[config.mk]
export PLATFORM = sky130hd
export DESIGN_NAME = maze_solve
export DESIGN_NICKNAME = d
export VERILOG_FILES = /design/src/rtl/maze_pkg.sv /design/src/rtl/maze_solve_settle_timer.sv /design/src/rtl/maze_solve.sv
export SDC_FILE = /design/constraint.sdc
export NUM_CORES = 1
export LEC_CHECK = 0
export ABC_AREA = 1
export BUFFER_PORTS_ARGS = -buffer_cell sky130_fd_sc_hd__buf_2
export CORE_MARGIN = 5
export CORE_UTILIZATION = 47
export DETAILED_ROUTE_END_ITERATION = 10
export PLACE_DENSITY = 0.74
export REMOVE_ABC_BUFFERS = 1
export SYNTH_ARGS = -nofsm -noshare
export SYNTH_HDL_FRONTEND = slang
export SYNTH_HIERARCHICAL = 1
export SYNTH_SLANG_ARGS = --single-unit
[constraint.sdc]
create_clock -name clk -period 1.9 [get_ports clk]
set_input_delay 0 -clock clk [delete_from_list [all_inputs] [get_ports clk]]
set_output_delay 0 -clock clk [all_outputs]
set_load 0.02 [all_outputs]
[src/rtl/maze_pkg.sv]
// Shared definitions for the maze solver and its neighbours.
//   dir_t        : direction index (NORTH=0, WEST=1, SOUTH=2, EAST=3); left turn is +1 mod 4
//   HDNG_*       : 12-bit heading codes understood by the navigation block
//   state_t      : solver FSM states
//   dir_to_hdng  : direction index to heading code
package maze_pkg;

    typedef enum logic [1:0] {
        NORTH = 2'd0,
        WEST  = 2'd1,
        SOUTH = 2'd2,
        EAST  = 2'd3
    } dir_t;

    localparam logic [11:0] HDNG_N = 12'h000;
    localparam logic [11:0] HDNG_W = 12'h3FF;
    localparam logic [11:0] HDNG_S = 12'h7FF;
    localparam logic [11:0] HDNG_E = 12'hC00;

    typedef enum logic [2:0] {
        IDLE,
        MV_ISSUE,
        MV_WAIT,
        SETTLE,
        DECIDE,
        HDNG_WAIT,
        DONE
    } state_t;

    function automatic logic [11:0] dir_to_hdng(input dir_t d);
        logic [11:0] h;
        h = HDNG_N;
        case (d)
            NORTH:   h = HDNG_N;
            WEST:    h = HDNG_W;
            SOUTH:   h = HDNG_S;
            EAST:    h = HDNG_E;
            default: h = HDNG_N;
        endcase
        return h;
    endfunction

endpackage

[src/rtl/maze_solve_settle_timer.sv]
// Settle timer: counts the cycles spent waiting for the IR flags to settle.
//   clk, rst_n : clock, asynchronous active-low reset
//   clr        : synchronous clear (has priority over en)
//   en         : advance the count by one
//   done       : high in the last of SETTLE_CYC counted cycles
module maze_solve_settle_timer #(
    parameter int unsigned SETTLE_CYC = 16
) (
    input  logic clk,
    input  logic rst_n,
    input  logic clr,
    input  logic en,
    output logic done
);

    // A zero settle time never enters the counting state; keep one bit so the
    // counter stays well-formed in that configuration.
    localparam int unsigned CW = (SETTLE_CYC > 0) ? $clog2(SETTLE_CYC + 1) : 1;
    localparam logic [CW-1:0] LAST = (SETTLE_CYC > 0) ? CW'(SETTLE_CYC - 1) : '0;

    logic [CW-1:0] cnt_q;

    always_ff @(posedge clk or negedge rst_n) begin
        if (!rst_n) begin
            cnt_q <= '0;
        end else if (clr) begin
            cnt_q <= '0;
        end else if (en) begin
            cnt_q <= cnt_q + CW'(1);
        end
    end

    assign done = (cnt_q == LAST);

endmodule

[src/rtl/maze_solve.sv]
// Wall-following maze solver driving the navigation state machine.
//   clk, rst_n            : clock, asynchronous active-low reset
//   cmd_md                : solve enable (level), low aborts to IDLE
//   cmd0                  : affinity, 1 = left-hand, 0 = right-hand (latched leaving IDLE)
//   lft_opn/rght_opn/frwrd_opn : IR opening flags, sampled in DECIDE
//   mv_cmplt              : navigation done pulse (heading or move)
//   sol_cmplt             : magnet seen, maze solved
//   strt_hdng, dsrd_hdng  : heading-change pulse and target heading
//   strt_mv               : forward-move pulse
//   stp_lft, stp_rght     : stop-at-opening qualifiers while active
//   solved                : high while in DONE
// All outputs are registered.
module maze_solve #(
    parameter int unsigned SETTLE_CYC = 16
) (
    input  logic        clk,
    input  logic        rst_n,
    input  logic        cmd_md,
    input  logic        cmd0,
    input  logic        lft_opn,
    input  logic        rght_opn,
    input  logic        frwrd_opn,
    input  logic        mv_cmplt,
    input  logic        sol_cmplt,
    output logic        strt_hdng,
    output logic [11:0] dsrd_hdng,
    output logic        strt_mv,
    output logic        stp_lft,
    output logic        stp_rght,
    output logic        solved
);

    import maze_pkg::*;

    state_t      state_q, state_d;
    dir_t        dir_q, dir_d;
    logic        aff_q, aff_d;
    logic [11:0] hdng_q, hdng_d;
    logic        strt_hdng_q, strt_hdng_d;
    logic        strt_mv_q, strt_mv_d;
    logic        stp_lft_q, stp_rght_q, solved_q;
    logic        active_d;
    logic        settle_clr, settle_done;
    logic        first_opn, second_opn;
    logic [1:0]  first_step, second_step;

    // Affinity-ordered view of the side openings: the preferred side is tried
    // first, then forward, then the other side.
    assign first_opn   = aff_q ? lft_opn : rght_opn;
    assign second_opn  = aff_q ? rght_opn : lft_opn;
    assign first_step  = aff_q ? 2'd1 : 2'd3;
    assign second_step = aff_q ? 2'd3 : 2'd1;

    always_comb begin
        state_d     = state_q;
        dir_d       = dir_q;
        aff_d       = aff_q;
        hdng_d      = hdng_q;
        strt_hdng_d = 1'b0;
        strt_mv_d   = 1'b0;

        if (!cmd_md) begin
            state_d = IDLE;
        end else if (state_q == IDLE) begin
            state_d = MV_ISSUE;
            aff_d   = cmd0;
        end else if (state_q == DONE) begin
            state_d = DONE;
        end else if (sol_cmplt) begin
            state_d = DONE;
        end else begin
            case (state_q)
                MV_ISSUE: begin
                    strt_mv_d = 1'b1;
                    state_d   = MV_WAIT;
                end
                MV_WAIT: begin
                    if (mv_cmplt) begin
                        state_d = (SETTLE_CYC == 0) ? DECIDE : SETTLE;
                    end
                end
                SETTLE: begin
                    if (settle_done) begin
                        state_d = DECIDE;
                    end
                end
                DECIDE: begin
                    // Going straight issues the move from here so that every
                    // decision produces its pulse on the following cycle.
                    if (!first_opn && frwrd_opn) begin
                        strt_mv_d = 1'b1;
                        state_d   = MV_WAIT;
                    end else begin
                        if (first_opn) begin
                            dir_d = dir_t'(dir_q + first_step);
                        end else if (second_opn) begin
                            dir_d = dir_t'(dir_q + second_step);
                        end else begin
                            dir_d = dir_t'(dir_q + 2'd2);
                        end
                        hdng_d      = dir_to_hdng(dir_d);
                        strt_hdng_d = 1'b1;
                        state_d     = HDNG_WAIT;
                    end
                end
                HDNG_WAIT: begin
                    if (mv_cmplt) begin
                        state_d = MV_ISSUE;
                    end
                end
                default: state_d = state_q;
            endcase
        end
    end

    assign active_d = (state_d != IDLE) && (state_d != DONE);

    // Counter runs only while staying in SETTLE; any other cycle clears it.
    assign settle_clr = (state_q != SETTLE) || (state_d != SETTLE);

    maze_solve_settle_timer #(
        .SETTLE_CYC(SETTLE_CYC)
    ) u_settle_timer (
        .clk  (clk),
        .rst_n(rst_n),
        .clr  (settle_clr),
        .en   (!settle_clr),
        .done (settle_done)
    );

    always_ff @(posedge clk or negedge rst_n) begin
        if (!rst_n) begin
            state_q     <= IDLE;
            dir_q       <= NORTH;
            aff_q       <= 1'b0;
            hdng_q      <= HDNG_N;
            strt_hdng_q <= 1'b0;
            strt_mv_q   <= 1'b0;
            stp_lft_q   <= 1'b0;
            stp_rght_q  <= 1'b0;
            solved_q    <= 1'b0;
        end else begin
            state_q     <= state_d;
            dir_q       <= dir_d;
            aff_q       <= aff_d;
            hdng_q      <= hdng_d;
            strt_hdng_q <= strt_hdng_d;
            strt_mv_q   <= strt_mv_d;
            stp_lft_q   <= aff_d & active_d;
            stp_rght_q  <= ~aff_d & active_d;
            solved_q    <= (state_d == DONE);
        end
    end

    assign strt_hdng = strt_hdng_q;
    assign dsrd_hdng = hdng_q;
    assign strt_mv   = strt_mv_q;
    assign stp_lft   = stp_lft_q;
    assign stp_rght  = stp_rght_q;
    assign solved    = solved_q;

endmodule

==> impl_summary.log, run 1 <==
[metrics] status: complete, but fails checks
[metrics] failing checks: setup timing
[metrics] combinational power share: 54.9%
[metrics] site row count: 17
[metrics] clock share of power: 11.4%
[metrics] post-synthesis cell count: 144
[metrics] number of maximum-capacitance constraint violations: 0
[metrics] clock transition at the registers of the reported paths: 0.11 ns
[metrics] kind of end point of the critical path: flip-flop
[metrics] synthesized-area fraction occupied by xor and xnor cells: 1.577%
[metrics] initial core utilization: 49.75%
[metrics] number of enable flip-flop cells after synthesis: 0
[metrics] vias after detailed routing: 1012
[metrics] Num CTS Buffers: 3
[metrics] TritonCTS clock tree: built
[metrics] Final TNS setup: -0.8292 ns
[metrics] adder-cell area share of the yosys netlist: 4.505%
[metrics] number of levels in the clock H-tree: 1
[metrics] final critical-path share of the clock period: 111.7%
[metrics] Chip Width: 58.62 µm
[metrics] top cells by area in the synthesized netlist: sky130_fd_sc_hd__dfrtp_1 43%, sky130_fd_sc_hd__nand2_1 10%, sky130_fd_sc_hd__inv_1 8.8%, sky130_fd_sc_hd__buf_4 6.1%, sky130_fd_sc_hd__nor2_1 6.1%
[metrics] final hold vios: 0
[metrics] Die Footprint: 0.003436 mm²
[metrics] post-DP HPWL: 1722 µm
[metrics] initial drt markers: 17
[metrics] diodes inserted: 0
[metrics] Area growth syn-to-layout: 31.53%
[metrics] Final #Nets: 195
[metrics] Floorplan Core Area: 0.002233 mm²
[metrics] Clock Sinks: 19
[metrics] final setup margin: -0.2217 ns
[metrics] Max rail drop VDD: 0.0008275 V
[metrics] classification of the worst-slack hold path: in2reg
[metrics] kind of start point of the critical path: flip-flop
[metrics] number of endpoints failing setup at the final stage: 5
[metrics] number of distinct standard cells referenced by the synthesized netlist: 20
[metrics] dominant combinational cell family by area after synthesis: simple AND/OR/NAND/NOR gates
[metrics] library cell used as clock root buffer: sky130_fd_sc_hd__clkbuf_4
[metrics] average wire per cell in the routed design: 11.90 µm
[metrics] switching part of the total: 47.51%
[metrics] most frequent cells after synthesis: 31 x sky130_fd_sc_hd__nand2_1, 26 x sky130_fd_sc_hd__inv_1, 19 x sky130_fd_sc_hd__dfrtp_1, 18 x sky130_fd_sc_hd__nor2_1
[metrics] gr usage total: 14.14%
[metrics] area share of the largest cell type after synthesis: 42.79%
[metrics] internal cell power: 937.7 µW
[metrics] placed cell areas: 0.001234 mm²
[metrics] Max Buffers Root-to-Sink: 2
[metrics] number of placed I/O pins: 26
[metrics] largest area contributor in the netlist: sky130_fd_sc_hd__dfrtp_1
[metrics] CP Class: reg2reg
[metrics] Detailed Route WL: 2488 µm
[metrics] FILL cells: 174
[metrics] Syn Area/Cell: 7.716 µm²
[metrics] number of storage elements in the synthesis netlist: 19
[metrics] met2 WL: 1292 µm
[metrics] fraction of synthesis flops using an asynchronous set or reset pin: 100.0%
[metrics] DR pass1 iterations: 4
[metrics] pwr dens: 1222 mW/mm²
[metrics] final design utilization: 65.43%
[metrics] met1 routed wirelength after detailed routing: 984 µm
[metrics] Cell Area, Synth: 0.001111 mm²
[metrics] ratio of cells with drive above 1 in the final layout: 39.78%
[metrics] portion of the post-synthesis area used by sequential elements: 42.79%
[metrics] multi-input gate area in the final layout: 541.8 µm²
[metrics] Leak Pwr: 0.8184 nW
[metrics] fraction of the mapped netlist area in compound gates: 8.896%
[metrics] count of buffers from port buffering: 25
[metrics] total gr overflow: 0
[metrics] synthesized-area fraction occupied by and/or/nand/nor cells: 26.69%
[metrics] post-route ant nets: 0
[metrics] maximum fanout encountered on the critical timing path: 3
[metrics] first-pass GRT wire length: 3712 µm
[metrics] arrival time worst endpoint: 2.35 ns
[metrics] CP required: 2.13 ns
[metrics] unrepaired setup endpoints after global routing: true
[metrics] Clock Skews: 0.01138 ns
[metrics] Most used DFF post-synth: sky130_fd_sc_hd__dfrtp_1
[metrics] Slew Viols, Final: 0
[metrics] routed wire length on met3: 174 µm
[metrics] vias in the first global route: 953
[metrics] synthesis warning total: 6
[metrics] number of antenna violations at the first check in global routing: 0
[metrics] clock insertion delay at the later pin of the skew report: 0.30 ns
[metrics] largest net degree at the start of global routing: 20
[metrics] number of vias per cell after detailed routing: 4.842
[metrics] final weighted congestion in routability-driven placement: 0.8769
[metrics] maximum frequency from static timing analysis: 0.4713 GHz
[metrics] combined flip-flop and latch cell area: 475.5 µm²
[metrics] max_slew headroom: 72.01%
[metrics] total power after layout: 1.787 mW
[metrics] mux share of post-synthesis cell area: 0%
[metrics] count leader, synth: sky130_fd_sc_hd__nand2_1
[metrics] highest routed metal layer: met4
[metrics] worst slew pin tran: 0.4198 ns
[metrics] Die Y: 58.62 µm
[metrics] sequential cell fraction of total power: 33.7%
[metrics] final std cell area, no fill: 0.001461 mm²
[metrics] net load switching power: 848.8 µW
[metrics] post-route DRC violation count: 0
[metrics] clock period minus final worst setup slack: 2.122 ns
## what timing repair did
item / in CTS / in global routing
hold endpoints to repair: 24 / 0
pin swaps: 1 / 13
buffers inserted: 4 / 5
hold buffers: 5 / 0
setup endpoints to repair: 5 / 9
gates resized for setup: 14 / 18
## stage by stage
stage               std cells  hold WS (ns)  setup slack (ns)
finish                    209       0.06781           -0.2217
global route              209       0.06117           -0.3693
detailed placement        192      -0.03876           -0.2035
floorplan                 135       -0.2956           -0.1232
CTS                       205       0.04714           -0.1381
global placement          192      -0.03782          -0.04995
## power groups by stage
stage	clock network (mW)	registers (mW)	logic [mW]
3_5_place_dp	0	0.611	0.836
4_1_cts	0.218	0.603	0.905
6_report	0.203	0.602	0.982
2_1_floorplan	0	0.790	0.381
3_3_place_gp	0	0.604	0.826
5_1_grt	0.231	0.620	1.08
## worst max-delay path, stage by stage, from the launching register on
cell and delay (ns):
sky130_fd_sc_hd__dfrtp_1 0.38, sky130_fd_sc_hd__ha_2 0.21, sky130_fd_sc_hd__nand2_2 0.06, sky130_fd_sc_hd__nor2_2 0.10, sky130_fd_sc_hd__ha_2 0.18, sky130_fd_sc_hd__nor2_1 0.04
sky130_fd_sc_hd__nand2_1 0.06, sky130_fd_sc_hd__nand2_1 0.04, sky130_fd_sc_hd__nor2_1 0.09, sky130_fd_sc_hd__nand3_1 0.09, sky130_fd_sc_hd__a21oi_2 0.18, sky130_fd_sc_hd__nor2_2 0.08
sky130_fd_sc_hd__buf_6 0.13, sky130_fd_sc_hd__nor2_4 0.13, sky130_fd_sc_hd__buf_4 0.14, sky130_fd_sc_hd__nand2_1 0.06, sky130_fd_sc_hd__o21ai_2 0.06
## cell type report
class	instances	share of cell area (%)
multi-input cells	88	37.07
flip-flops and latches	19	32.53
repair buffers	42	18.92
inverters	28	7.192
well taps	28	2.397
clock buffers	3	1.541
clock inverters	1	0.3425
## registers in the layout (all words and copies together), names as in the netlist
signal,flops
aff_q,1
dir_q,2
dsrd_hdng,3
solved,1
state_q,3
stp_lft,1
stp_rght,1
strt_hdng,1
strt_mv,1
u_settle_timer/cnt_q,5
## layout by cell type (no fill, tap or decap), drive strengths merged
cell / n
nand3: 10
ha: 4
clkbuf: 3
inv: 28
xor2: 2
clkinv: 1
a211oi: 2
dfrtp: 19
dlygate4sd3: 5
a21oi: 4
buf: 37
nor2: 21
o211ai: 2
o21ai: 9
nand2: 33
nor3: 1
## layer usage
layer | track usage (%) | up-vias
met1 | 14.36 | 464
met3 | 4.605 | 6
met2 | 26.63 | 33
met5 | 0 | -
met4 | 5.178 | 0
li1 | - | 509
## worst paths after layout
check | from | end | slack (ns) | cells after the start
max in group asynchronous | rst_n | state_q[1] | 1.44 | 2
max | u_settle_timer/cnt_q[0] | u_settle_timer/cnt_q[4] | -0.22 | 16
min reg2reg | dsrd_hdng[10] | dsrd_hdng[10] | 0.49 | 2
max reg2reg | u_settle_timer/cnt_q[0] | u_settle_timer/cnt_q[4] | -0.22 | 16
min | frwrd_opn | strt_hdng | 0.07 | 4
min in group asynchronous | rst_n | strt_hdng | 0.15 | 2
## logic make-up (layout without fill, tap and decap cells)
family | Yosys count | count (layout)
xor+xnor | 2 | 2
buf+inv | 37 | 74
compound gates | 17 | 17
flops | 19 | 19
simple gates | 65 | 65
fa+ha+maj | 4 | 4
No activity file was read; power rests on OpenSTA's default activity.
==> run 2: changes to the inputs <==
--- a/config.mk
+++ b/config.mk
@@ -12,6 +12,7 @@
 export DETAILED_ROUTE_END_ITERATION = 10
 export PLACE_DENSITY = 0.74
 export REMOVE_ABC_BUFFERS = 1
+export SKIP_LAST_GASP = 1
 export SYNTH_ARGS = -nofsm -noshare
 export SYNTH_HDL_FRONTEND = slang
 export SYNTH_HIERARCHICAL = 1
==> run 2 against run 1 <==
The run still ends with setup timing left. Die area stayed put. Clock skew about the same. Utilization shrank 0.78 points. Clock-buffer cell count stayed put. Flip-flop and latch count unchanged. Global-route usage barely moved. Sequential power barely moved. Register-to-register slack is essentially flat. Combinational power shrank 2.9%. Wire length shrank 1.3%. First-iteration DRC count up 35%. Non-clock buffer count shrank 1. Critical path type unchanged. Critical endpoint unchanged. Largest power group unchanged.
==> impl_summary.log, run 2 (synthesized netlist as in run 1, its figures left out) <==
[metrics] internal cell power: 922.7 µW (-1.6%)
[metrics] CP required: 2.13 ns (about the same)
[metrics] classification of the worst-slack hold path: in2reg
[metrics] initial core utilization: 49.75% (unchanged)
[metrics] Detailed Route WL: 2456 µm (-1.3%)
[metrics] Clock Sinks: 19 (unchanged)
[metrics] largest net degree at the start of global routing: 20 (unchanged)
[metrics] clock insertion delay at the later pin of the skew report: 0.30 ns (about the same)
[metrics] worst slew pin tran: 0.4186 ns (-0.001257 ns)
[metrics] gr usage total: 14.09% (-0.046 points)
[metrics] net load switching power: 835.4 µW (-1.6%)
[metrics] final setup margin: -0.2202 ns (+0.001490 ns)
[metrics] sequential cell fraction of total power: 34.2% (+0.5 points)
[metrics] Max Buffers Root-to-Sink: 2 (unchanged)
[metrics] number of maximum-capacitance constraint violations: 0 (unchanged)
[metrics] number of endpoints failing setup at the final stage: 5 (unchanged)
[metrics] average wire per cell in the routed design: 11.81 µm (-0.81%)
[metrics] library cell used as clock root buffer: sky130_fd_sc_hd__clkbuf_4
[metrics] kind of end point of the critical path: flip-flop
[metrics] Chip Width: 58.62 µm (unchanged)
[metrics] maximum fanout encountered on the critical timing path: 3 (unchanged)
[metrics] most common cell after layout, fill and taps aside: sky130_fd_sc_hd__nand2_1
[metrics] unrepaired setup endpoints after global routing: true
[metrics] total power after layout: 1.758 mW (-1.6%)
[metrics] status: complete, but fails checks
[metrics] final weighted congestion in routability-driven placement: 0.8769 (unchanged)
[metrics] met2 GRT Util: 26.63% (unchanged)
[metrics] number of instances on the worst hold path: 4 (unchanged)
[metrics] max_slew headroom: 72.09% (+0.084 points)
[metrics] maximum frequency from static timing analysis: 0.4716 GHz (about the same)
[metrics] pwr dens: 1218 mW/mm² (-0.40%)
[metrics] clock share of power: 11.5% (about the same)
[metrics] failing checks: setup timing
[metrics] length in cells of the worst reg-to-reg path: 16 (unchanged)
[metrics] diodes inserted: 0 (unchanged)
[metrics] Max rail drop VDD: 0.0008263 V (-0.16%)
[metrics] site row count: 17 (unchanged)
[metrics] Biggest register: u_settle_timer/cnt_q
[metrics] switching part of the total: 47.52% (about the same)
[metrics] first-pass GRT wire length: 3705 µm (-0.19%)
[metrics] Die Footprint: 0.003436 mm² (unchanged)
[metrics] number of vias per cell after detailed routing: 4.837 (-0.11%)
[metrics] ratio of cells with drive above 1 in the final layout: 39.44% (-0.33 points)
[metrics] DR pass1 iterations: 4 (unchanged)
[metrics] post-route DRC violation count: 0 (unchanged)
[metrics] post-DP HPWL: 1722 µm (unchanged)
[metrics] vias in the first global route: 941 (-1.3%)
[metrics] TritonCTS clock tree: built
[metrics] arrival time worst endpoint: 2.35 ns (about the same)
[metrics] Floorplan Core Area: 0.002233 mm² (unchanged)
[metrics] post-route ant nets: 0 (unchanged)
[metrics] vias after detailed routing: 1006 (-0.59%)
[metrics] Clock Skews: 0.01092 ns (-0.0004655 ns)
[metrics] CP Class: reg2reg
[metrics] flip-flop count of the largest register after layout: 5 (unchanged)
[metrics] clock period minus final worst setup slack: 2.120 ns (-0.001490 ns)
[metrics] initial drt markers: 23 (+6)
[metrics] Final TNS setup: -0.8268 ns (+0.002440 ns)
[metrics] Final #Nets: 194 (-0.51%)
[metrics] Num CTS Buffers: 3 (unchanged)
[metrics] Slew Viols, Final: 0 (unchanged)
[metrics] count of buffers from port buffering: 25 (unchanged)
[metrics] Die Y: 58.62 µm (unchanged)
[metrics] GRT met1 Usage: 14.77% (+0.41 points)
[metrics] total gr overflow: 0 (unchanged)
[metrics] Area growth syn-to-layout: 29.95%
[metrics] met3 GRT Util: 3.947% (-0.66 points)
[metrics] final critical-path share of the clock period: 111.6% (about the same)
[metrics] FILL cells: 176 (+1.1%)
[metrics] kind of start point of the critical path: flip-flop
[metrics] Leak Pwr: 0.8133 nW (-0.63%)
[metrics] number of levels in the clock H-tree: 1 (unchanged)
[metrics] final hold vios: 0 (unchanged)
[metrics] combinational power share: 54.3% (-0.6 points)
[metrics] number of placed I/O pins: 26 (unchanged)
[metrics] commonest cells after routing, fill and taps aside: 26 x sky130_fd_sc_hd__nand2_1, 25 x sky130_fd_sc_hd__buf_2, 23 x sky130_fd_sc_hd__inv_1
[metrics] number of antenna violations at the first check in global routing: 0 (unchanged)
[metrics] most used routing layer: met2
[metrics] clock transition at the registers of the reported paths: 0.11 ns (about the same)
[metrics] Worst Hold Margin: 0.06753 ns (-0.0002870 ns)
## run 2: cell count changes in the layout (fill, tap and decap cells not counted)
cell,before,now
sky130_fd_sc_hd__buf_4,9,8
sky130_fd_sc_hd__nor2_4,5,3
sky130_fd_sc_hd__nor2_2,4,6
## run 2: layer usage
| metal | up-vias | wire [µm] |
|---|---|---|
| met5 | - | 0 |
| met1 | 460 | 966 |
| met2 | 31 | 1281 |
| met3 | 6 | 170 |
| met4 | 0 | 37 |
| li1 | 509 | - |
## run 2: power by group through the flow
stage	logic [mW]	registers, mW	clock network (mW)
floorplan	0.381	0.790	0
global placement	0.826	0.604	0
detailed placement	0.836	0.611	0
CTS	0.882	0.603	0.218
global route	1.05	0.620	0.231
finish	0.954	0.602	0.202
## run 2: worst max-delay path, stage by stage (launching register included)
cell and delay, ns:
sky130_fd_sc_hd__dfrtp_1 0.38, sky130_fd_sc_hd__ha_2 0.21, sky130_fd_sc_hd__nand2_2 0.06, sky130_fd_sc_hd__nor2_2 0.10
sky130_fd_sc_hd__ha_2 0.18, sky130_fd_sc_hd__nor2_1 0.04, sky130_fd_sc_hd__nand2_1 0.06, sky130_fd_sc_hd__nand2_1 0.04
sky130_fd_sc_hd__nor2_1 0.10, sky130_fd_sc_hd__nand3_1 0.09, sky130_fd_sc_hd__a21oi_2 0.18, sky130_fd_sc_hd__nor2_2 0.08
sky130_fd_sc_hd__buf_6 0.13, sky130_fd_sc_hd__nor2_4 0.13, sky130_fd_sc_hd__buf_4 0.14, sky130_fd_sc_hd__nand2_1 0.06
sky130_fd_sc_hd__o21ai_2 0.06
## run 2: worst paths after layout
kind / slack [ns] / from / endpoint
min: 0.07 / frwrd_opn / strt_hdng
max in group asynchronous: 1.45 / rst_n / state_q[1]
max: -0.22 / u_settle_timer/cnt_q[0] / u_settle_timer/cnt_q[4]
max reg2reg: -0.22 / u_settle_timer/cnt_q[0] / u_settle_timer/cnt_q[4]
min in group asynchronous: 0.15 / rst_n / strt_hdng
min reg2reg: 0.49 / dsrd_hdng[10] / dsrd_hdng[10]
## run 2: metrics by stage
step / std cells / utilization (%) / cell area [µm²] / setup WS, ns
floorplan: 135 / - / 1044 / -0.1232
global placement: 192 / 55.24 / 1234 / -0.04995
detailed placement: 192 / 55.24 / 1234 / -0.2035
CTS: 205 / 61.29 / 1369 / -0.1381
global route: 208 / 64.65 / 1444 / -0.3765
finish: 208 / 64.65 / 1444 / -0.2202
## run 2: cell type report
| cell class | instances | area (µm²) | share of cell area (%) |
|---|---|---|---|
| timing repair buffer | 41 | 269.0 | 18.63 |
| multi-input combinational | 88 | 531.8 | 36.83 |
| tap | 28 | 35.03 | 2.426 |
| sequential | 19 | 475.5 | 32.93 |
| clock buffer | 3 | 22.52 | 1.560 |
| clock inverter | 1 | 5.005 | 0.3466 |
| inverter | 28 | 105.1 | 7.279 |
## run 2: what timing repair did
action                     in CTS  in global routing
hold endpoints to repair       24                  0
buffers inserted                4                  4
hold buffers                    5                  0
setup endpoints to repair       5                  9
resized for setup              10                 19
pin swaps                       1                 13
